==> src/rtl/fetch_stage.sv <==
// fetch_stage: owns the PC, drives the instruction-memory address and loads the IF/ID register.
// Latency: imem_addr is combinational from PC/state; IF/ID fields update one clk after the fetch.
// Backpressure: pc_write_en=0 freezes PC/state; if_id_write_en/inject_bubble gate IF/ID loading.
// Ports: clk, rst (async, active-low); imem_addr/imem_rdata to instruction memory;
//   pc_write_en, if_id_write_en, inject_bubble from control; branch_*/ret_* redirect requests;
//   intr external interrupt level; if_id_* pipeline register; intr_ret_pc/intr_ack to the ISR push.
module fetch_stage #(
    parameter int              ADDR_W         = 8,
    parameter int              DATA_W         = 8,
    parameter logic [ADDR_W-1:0] RESET_VEC_ADDR = 8'h00,
    parameter logic [ADDR_W-1:0] INTR_VEC_ADDR  = 8'h01,
    parameter logic [3:0]      IMM_OPCODE     = 4'hC
) (
    input  logic              clk,
    input  logic              rst,
    output logic [ADDR_W-1:0] imem_addr,
    input  logic [DATA_W-1:0] imem_rdata,
    input  logic              pc_write_en,
    input  logic              if_id_write_en,
    input  logic              inject_bubble,
    input  logic              branch_taken,
    input  logic [ADDR_W-1:0] branch_target,
    input  logic              ret_taken,
    input  logic [ADDR_W-1:0] ret_pc,
    input  logic              intr,
    output logic [DATA_W-1:0] if_id_instr,
    output logic [ADDR_W-1:0] if_id_pc_plus1,
    output logic [DATA_W-1:0] if_id_imm,
    output logic              if_id_imm_valid,
    output logic [ADDR_W-1:0] intr_ret_pc,
    output logic              intr_ack
);
    typedef enum logic [1:0] {S_RSTVEC, S_RUN, S_IMM, S_INTVEC} state_t;

    localparam logic [DATA_W-1:0] NOP = '0;

    state_t            state_q, state_d;
    logic [ADDR_W-1:0] pc_q, pc_d;
    logic [DATA_W-1:0] instr_q, instr_d;
    logic [DATA_W-1:0] imm_q, imm_d;
    logic [ADDR_W-1:0] pp1_q, pp1_d;
    logic [ADDR_W-1:0] irp_q, irp_d;
    logic              iv_q, iv_d;
    logic              pend_q, pend_d;
    logic              intr_d1_q;

    logic [ADDR_W-1:0] pc_plus1;
    logic [ADDR_W-1:0] redirect_pc;
    logic [ADDR_W-1:0] rdata_pc;
    logic              redirect;
    logic              intr_rise;
    logic              is_imm_op;

    assign pc_plus1    = pc_q + ADDR_W'(1);
    assign redirect    = ret_taken | branch_taken;
    assign redirect_pc = ret_taken ? ret_pc : branch_target;   // RET/RTI beats branch
    assign rdata_pc    = ADDR_W'(imem_rdata);
    assign intr_rise   = intr & ~intr_d1_q;
    assign is_imm_op   = (imem_rdata[DATA_W-1 -: 4] == IMM_OPCODE);

    always_comb begin
        state_d   = state_q;
        pc_d      = pc_q;
        instr_d   = instr_q;
        imm_d     = imm_q;
        pp1_d     = pp1_q;
        irp_d     = irp_q;
        iv_d      = iv_q;
        pend_d    = pend_q | intr_rise;
        imem_addr = pc_q;
        intr_ack  = 1'b0;

        case (state_q)
            S_RSTVEC: begin
                imem_addr = RESET_VEC_ADDR;
                pc_d      = rdata_pc;
                instr_d   = NOP;
                iv_d      = 1'b0;
                state_d   = S_RUN;
            end
            S_INTVEC: begin
                imem_addr = INTR_VEC_ADDR;
                intr_ack  = 1'b1;
                pc_d      = rdata_pc;
                instr_d   = NOP;
                iv_d      = 1'b0;
                // A fresh edge landing in this very cycle must not be lost.
                pend_d    = intr_rise;
                state_d   = S_RUN;
            end
            S_RUN: begin
                if (redirect) begin
                    pc_d    = redirect_pc;
                    instr_d = NOP;
                    iv_d    = 1'b0;
                end else if (pc_write_en && pend_q) begin
                    // Take the interrupt instead of this fetch; the byte at PC is refetched on return.
                    irp_d   = pc_q;
                    state_d = S_INTVEC;
                    if (if_id_write_en) begin
                        instr_d = NOP;
                        iv_d    = 1'b0;
                    end
                end else begin
                    if (pc_write_en) begin
                        pc_d    = pc_plus1;
                        state_d = is_imm_op ? S_IMM : S_RUN;
                    end
                    if (if_id_write_en) begin
                        iv_d = 1'b0;
                        if (inject_bubble) begin
                            instr_d = NOP;
                        end else begin
                            instr_d = imem_rdata;
                            pp1_d   = pc_plus1;
                        end
                    end
                end
            end
            S_IMM: begin
                if (redirect) begin
                    pc_d    = redirect_pc;
                    instr_d = NOP;
                    iv_d    = 1'b0;
                    state_d = S_RUN;
                end else begin
                    if (pc_write_en) begin
                        pc_d    = pc_plus1;
                        state_d = S_RUN;
                    end
                    // The opcode stays in if_id_instr; control already issued its bubble.
                    if (if_id_write_en) begin
                        imm_d = imem_rdata;
                        iv_d  = 1'b1;
                        pp1_d = pc_plus1;
                    end
                end
            end
            default: state_d = S_RSTVEC;
        endcase
    end

    always_ff @(posedge clk or negedge rst) begin
        if (!rst) begin
            state_q   <= S_RSTVEC;
            pc_q      <= '0;
            instr_q   <= NOP;
            imm_q     <= '0;
            pp1_q     <= '0;
            irp_q     <= '0;
            iv_q      <= 1'b0;
            pend_q    <= 1'b0;
            intr_d1_q <= 1'b0;
        end else begin
            state_q   <= state_d;
            pc_q      <= pc_d;
            instr_q   <= instr_d;
            imm_q     <= imm_d;
            pp1_q     <= pp1_d;
            irp_q     <= irp_d;
            iv_q      <= iv_d;
            pend_q    <= pend_d;
            intr_d1_q <= intr;
        end
    end

    assign if_id_instr     = instr_q;
    assign if_id_pc_plus1  = pp1_q;
    assign if_id_imm       = imm_q;
    assign if_id_imm_valid = iv_q;
    assign intr_ret_pc     = irp_q;

endmodule

==> config.mk <==
export PLATFORM = sky130hd
export DESIGN_NAME = fetch_stage
export DESIGN_NICKNAME = d
export VERILOG_FILES = /design/src/rtl/fetch_stage.sv
export SDC_FILE = /design/constraint.sdc
export NUM_CORES = 1
export LEC_CHECK = 0
export ABC_AREA = 1
export BUFFER_PORTS_ARGS = -buffer_cell sky130_fd_sc_hd__buf_2
export CAP_MARGIN = 20
export CORE_ASPECT_RATIO = 1.25
export CORE_UTILIZATION = 53
export CTS_BUF_LIST = sky130_fd_sc_hd__clkbuf_8
export DETAILED_ROUTE_END_ITERATION = 8
export PLACE_DENSITY_LB_ADDON = 0.05
export SETUP_SLACK_MARGIN = 0.5
export SLEW_MARGIN = 30
export SYNTH_ARGS = -nofsm -noshare
export SYNTH_HDL_FRONTEND = slang
export SYNTH_SLANG_ARGS = --single-unit
==> constraint.sdc <==
create_clock -name clk -period 2.2 [get_ports clk]
set_clock_uncertainty 0.15 [all_clocks]
set_input_delay 0.22 -clock clk [delete_from_list [all_inputs] [get_ports clk]]
set_output_delay 0.22 -clock clk [all_outputs]
set_load 0.02 [all_outputs]
Yosys cells after proc, flatten, opt, wreduce, memory -nomap -nowiden
Cells that the tools add are included.
{"block": "op_classes", "mux": 35, "n_addsub": 1, "eq_ne": 16, "reduce_logical": 10, "n_bitwise": 5}
{"operator": "8-bit 2-to-1 mux", "n": 17}
{"operator": "8-bit case mux with 3 select lines", "n": 2}
{"operator": "8-bit case mux with 2 select lines", "n": 2}
{"operator": "3-bit != test, second input constant", "n": 5}
{"operator": "2-bit != test, second input constant", "n": 7}
{"operator": "2-bit 2-to-1 mux", "n": 6}
{"operator": "3-bit AND reduction", "n": 3}
{"operator": "8-bit by 1-bit adder with 8-bit output, second input constant", "n": 1}
{"operator": "7-bit AND reduction", "n": 1}
{"operator": "1-bit 2-to-1 mux", "n": 6}
{"operator": "2-bit case mux with 3 select lines", "n": 1}
{"operator": "2-bit equality test, second input constant", "n": 2}
{"operator": "4-bit equality test, second input constant", "n": 1}
{"operator": "2-bit AND reduction", "n": 2}
{"operator": "1-bit case mux with 3 select lines", "n": 1}
{"operator": "2-bit by 1-bit equality test with 1-bit output, second input constant", "n": 1}
{"operator": "2-bit logical NOT", "n": 1}
{"operator": "1-bit inverter", "n": 2}
{"operator": "1-bit bitwise OR", "n": 2}
{"operator": "2-bit nonzero test", "n": 1}
{"operator": "2-bit OR reduction", "n": 1}
{"operator": "1-bit AND", "n": 1}
{"operator": "1-bit logical AND", "n": 1}
{"block": "totals", "reg_bits": 45, "output_inout_bits": 42}

Longest topological paths before layout
{"block": "logic_depth", "word_depth": 6, "mapped_depth": 10}

Worst setup path after synthesis
No wires, ideal clock.
{"block": "synth_timing", "kind": "register to output", "start": "register state_q[0]", "end": "output imem_addr[0]", "path_stages_with_launch": 6, "path_slack_ns": 0.226, "arrival_ns": 1.604, "cell_sequence": "dfrtp_1 > inv_1 > ha_1 > buf_2 > clkbuf_1 > o21ai_0"}
{"block": "synth_between", "elab_chain_cells": 2, "elab_cells_between_ends": 3}
{"item": "start: declaration", "line_no": "37", "source": "state_t state_q, state_d;"}
{"item": "start signal: assignment", "line_no": "155", "source": "state_q <= state_d;"}
{"item": "2-bit equality test / 2-bit logical NOT (equally long branches)", "line_no": "73", "source": "case (state_q)"}
{"item": "8-bit case mux with 2 select lines *", "line_no": "73"}
{"item": "end: declaration", "line_no": "16", "source": "output logic [ADDR_W-1:0] imem_addr,"}
Mark *: on every way between the ends. The rest lies on a longest branch, timed or not.

Worst setup path after layout
Same ends and word-level chain as after synthesis.

==> results.rst <==
.. list-table::
   :header-rows: 1

   * - Metric
     - Value
   * - Total Neg Setup Slack
     - 0 ns
   * - Instance count of the mapped netlist
     - approximately 300
   * - Tightest slew margin relative to the limit
     - 0.658
   * - Switching share of total power
     - 0.452
   * - Vias in the first global route
     - about 2,300
   * - Final number of setup-violating endpoints
     - 0
   * - Number of distinct library cells after synthesis
     - 25
   * - Cell with the most instances after synthesis
     - nand2_1
   * - Critical path data required time
     - about 1.8 ns
   * - Area share of the leading cell type in the synthesized netlist
     - 0.478
   * - Highest Clock Rate
     - around 0.56 GHz
   * - Status
     - complete, no violations
   * - Layout net count
     - 433
   * - Routability Congestion
     - roughly 0.92
   * - # Max-Cap Violations
     - 0
   * - Non-filler cells in the finished layout
     - between 400 and 500
   * - Pin count of the biggest net entering global routing
     - 23
   * - Maximum buffer depth of the clock tree
     - 2
   * - Endpoint type of the worst setup path
     - primary output
   * - Vias post-DR
     - roughly 2,300
   * - Routed wire length on met3
     - slightly above 300 um
   * - Internal power summed over all cells
     - about 0.0026 W
   * - Maximum vdd ir drop
     - 0.920 mV
   * - Class of the worst hold path
     - primary input to flip-flop
   * - Number of synthesized register bits
     - 45
   * - Combinational fraction of design power
     - 0.604
   * - Synthesized Nets
     - about 340
   * - Leading cell types by total area after synthesis
     - dfrtp_1 48%, nand2_1 18%, o21ai_0 5.9%
   * - Number of placement rows
     - 26
   * - Final WL
     - around 6.4 mm
   * - Library cell with the largest summed area after synthesis
     - dfrtp_1
   * - Core area
     - around 4200 um^2
   * - Type of element launching the critical path
     - flip-flop
   * - Synthesized area per cell
     - just under 8 um^2
   * - Clock H-tree levels
     - 2
   * - Synthesized area
     - around 2400 um^2
   * - DRC violation total after the first TritonRoute iteration
     - 71
   * - Leading cell types by count after synthesis
     - 114 x nand2_1, 45 x dfrtp_1, 28 x o21ai_0
   * - Total iterations of the first detailed-routing run
     - 4
   * - Fin util
     - 0.807
   * - Post-layout min period
     - around 1.8 ns
   * - Final Max Slew Viols
     - 0
   * - Clock transition at the registers of the reported paths
     - 0.08 ns
   * - Remaining Overflow, GRT
     - 0
   * - Initial core utilization
     - 0.566
   * - Setup repair after global routing missed its margin
     - true
   * - Relative contribution of sequential cells to total power
     - 0.282
   * - Global-route wire length before repair
     - between 9 and 10 mm
   * - Worst skew pair latency
     - ~0.3 ns
   * - WL/cell
     - about 14 um
   * - Proportion of power drawn by the clock network
     - 0.113
   * - DRT antenna net count
     - 0
   * - DRC viols
     - 0
   * - Ports
     - 74
   * - Sw Pwr
     - around 0.0022 W
   * - Metal2 WL
     - roughly 3.5 mm
   * - Uppermost signal routing layer after detailed routing
     - met4
   * - Final-layout worst hold slack
     - a little under 0.06 ns
   * - Sinks on Clock Net
     - 45
   * - Setup Crit Path Kind
     - flip-flop to primary output
   * - Die Area
     - 4720 um^2
   * - Final hold violation count
     - 0
   * - Port bufs
     - 73
   * - Top_reg_cell synth
     - dfrtp_1
   * - Transition time of the tightest slew-check pin
     - about 0.51 ns
   * - Power density relative to cell area
     - about 1400 nW/um^2
   * - WP data arrival
     - approximately 1.4 ns
   * - Antenna violations before repair
     - 0
   * - Avg Vias per Cell
     - ~5.2
   * - Share of final-layout standard cells stronger than drive strength 1
     - 0.398
   * - Area growth, synth to finish
     - 42.6%
   * - Sum of routed wire segments on met1
     - 2.36 mm
   * - Number of antenna repair diodes
     - 0
   * - Proportion of synthesized chip area in sequential cells
     - 0.478
   * - Die Height
     - about 77 um
   * - Maximum fanout count along the critical path
     - 6
   * - Hold Crit Depth
     - 2
   * - Number of flops mapped to enable cells by yosys
     - 0
   * - Leakage
     - roughly 1.8 nW
   * - Total power consumption of the routed design
     - between 0.004 and 0.005 W
   * - Chip Width
     - ~60 um
   * - Yosys warning total
     - 0
   * - Global-route total usage across every layer
     - 0.286
   * - Clock root cell
     - clkbuf_8
   * - Depth of the worst register-to-register path
     - 10
   * - Clock tree from TritonCTS
     - yes
   * - Detail Placement HPWL
     - roughly 4.3 mm
   * - Fin crit share
     - 0.816
   * - TritonCTS buffer count
     - 5
   * - Post-placement cell count
     - 425
   * - Share of synthesized flip-flops with an asynchronous set or reset
     - 1.00
## final cells by class
cell class / count / area [um^2]
Inverter: 25 / 109
Fill cell: 292 / 803
Sequential cell: 45 / 1130
Timing Repair Buffer: 94 / 649
Tap cell: 56 / 70.1
Clock buffer: 6 / 82.6
Clock inverter: 2 / 13.8
Timing Repair inverter: 1 / 11.3
Multi-Input combinational cell: 224 / 1300
## through the flow
step / area [um^2] / setup WS [ns]
5_1_grt: 3360 / 0.376
6_report: 3360 / 0.405
3_5_place_dp: 2760 / 0.301
2_1_floorplan: 2360 / 0.444
4_1_cts: 3150 / 0.427
3_3_place_gp: 2760 / 0.384
## power by group through the flow
stage          sequential, W  combinational [W]  clock (W)
2_1_floorplan        0.00153            0.00111          0
3_3_place_gp         0.00133            0.00184          0
3_5_place_dp         0.00133            0.00187          0
4_1_cts              0.00132            0.00249   0.000542
5_1_grt              0.00138            0.00312   0.000577
6_report             0.00134            0.00288   0.000538
## routing by layer
metal  GRT usage  vias to the layer above
li1            -                     1146
met1       0.317                     1101
met2       0.509                       79
met3      0.0475                       19
met4       0.122                        0
met5           0                        -
## layout by cell type (no fill, tap or decap), types with 10 or more instances in the layout
cell type and n:
buf_2 65, buf_4 10, buf_6 13, dfrtp_1 45, inv_1 19, nand2_1 103, nand2_2 12, nand3_1 16
nor2_4 11, o21ai_0 19, o21ai_1 11
## cell families (layout without fill, tap and decap cells)
family,count (synthesis),in the layout,synth area share
and+or+nand+nor,169,170,0.301
DFF,45,45,0.478
AOI/OAI and AO/OA,41,41,0.0897
buffers and inverters,33,128,0.0653
adders and majority gates,5,5,0.0265
muxes,5,5,0.0287
xor gates and xnor gates,3,3,0.0111
## state kept, by name (all words and copies together), names as in the netlist
name and flops:
if_id_instr 8, pend_q 1, intr_d1_q 1, intr_ret_pc 8, if_id_imm_valid 1, pc_q 8, state_q 2, if_id_imm 8
if_id_pc_plus1 8
## timing repair
item	in CTS	in global routing
pin swaps	10	7
hold buffers	2	0
cloned	2	2
resized for setup	41	59
endpoints found under the hold margin	21	0
buffers inserted	13	1
endpoints found under the setup margin	24	39
## critical path, stage by stage (launching register included)
cell	delay [ns]
dfrtp_1	0.40
inv_2	0.09
ha_4	0.23
buf_8	0.15
o21ai_2	0.13
buf_6	0.13
## final timing paths
check | startpoint | end | slack, ns
setup / recovery | state_q[0] | imem_addr[0] | 0.41
hold / removal | imem_rdata[3] | if_id_imm[3] | 0.06
setup reg to reg | state_q[0] | pc_q[7] | 0.44
hold reg to reg | intr_d1_q | pend_q | 0.28
max in group asynchronous | rst | intr_ret_pc[3] | 1.06
min in group asynchronous | rst | intr_ret_pc[1] | 0.27
No activity file was read; power rests on OpenSTA's default activity.
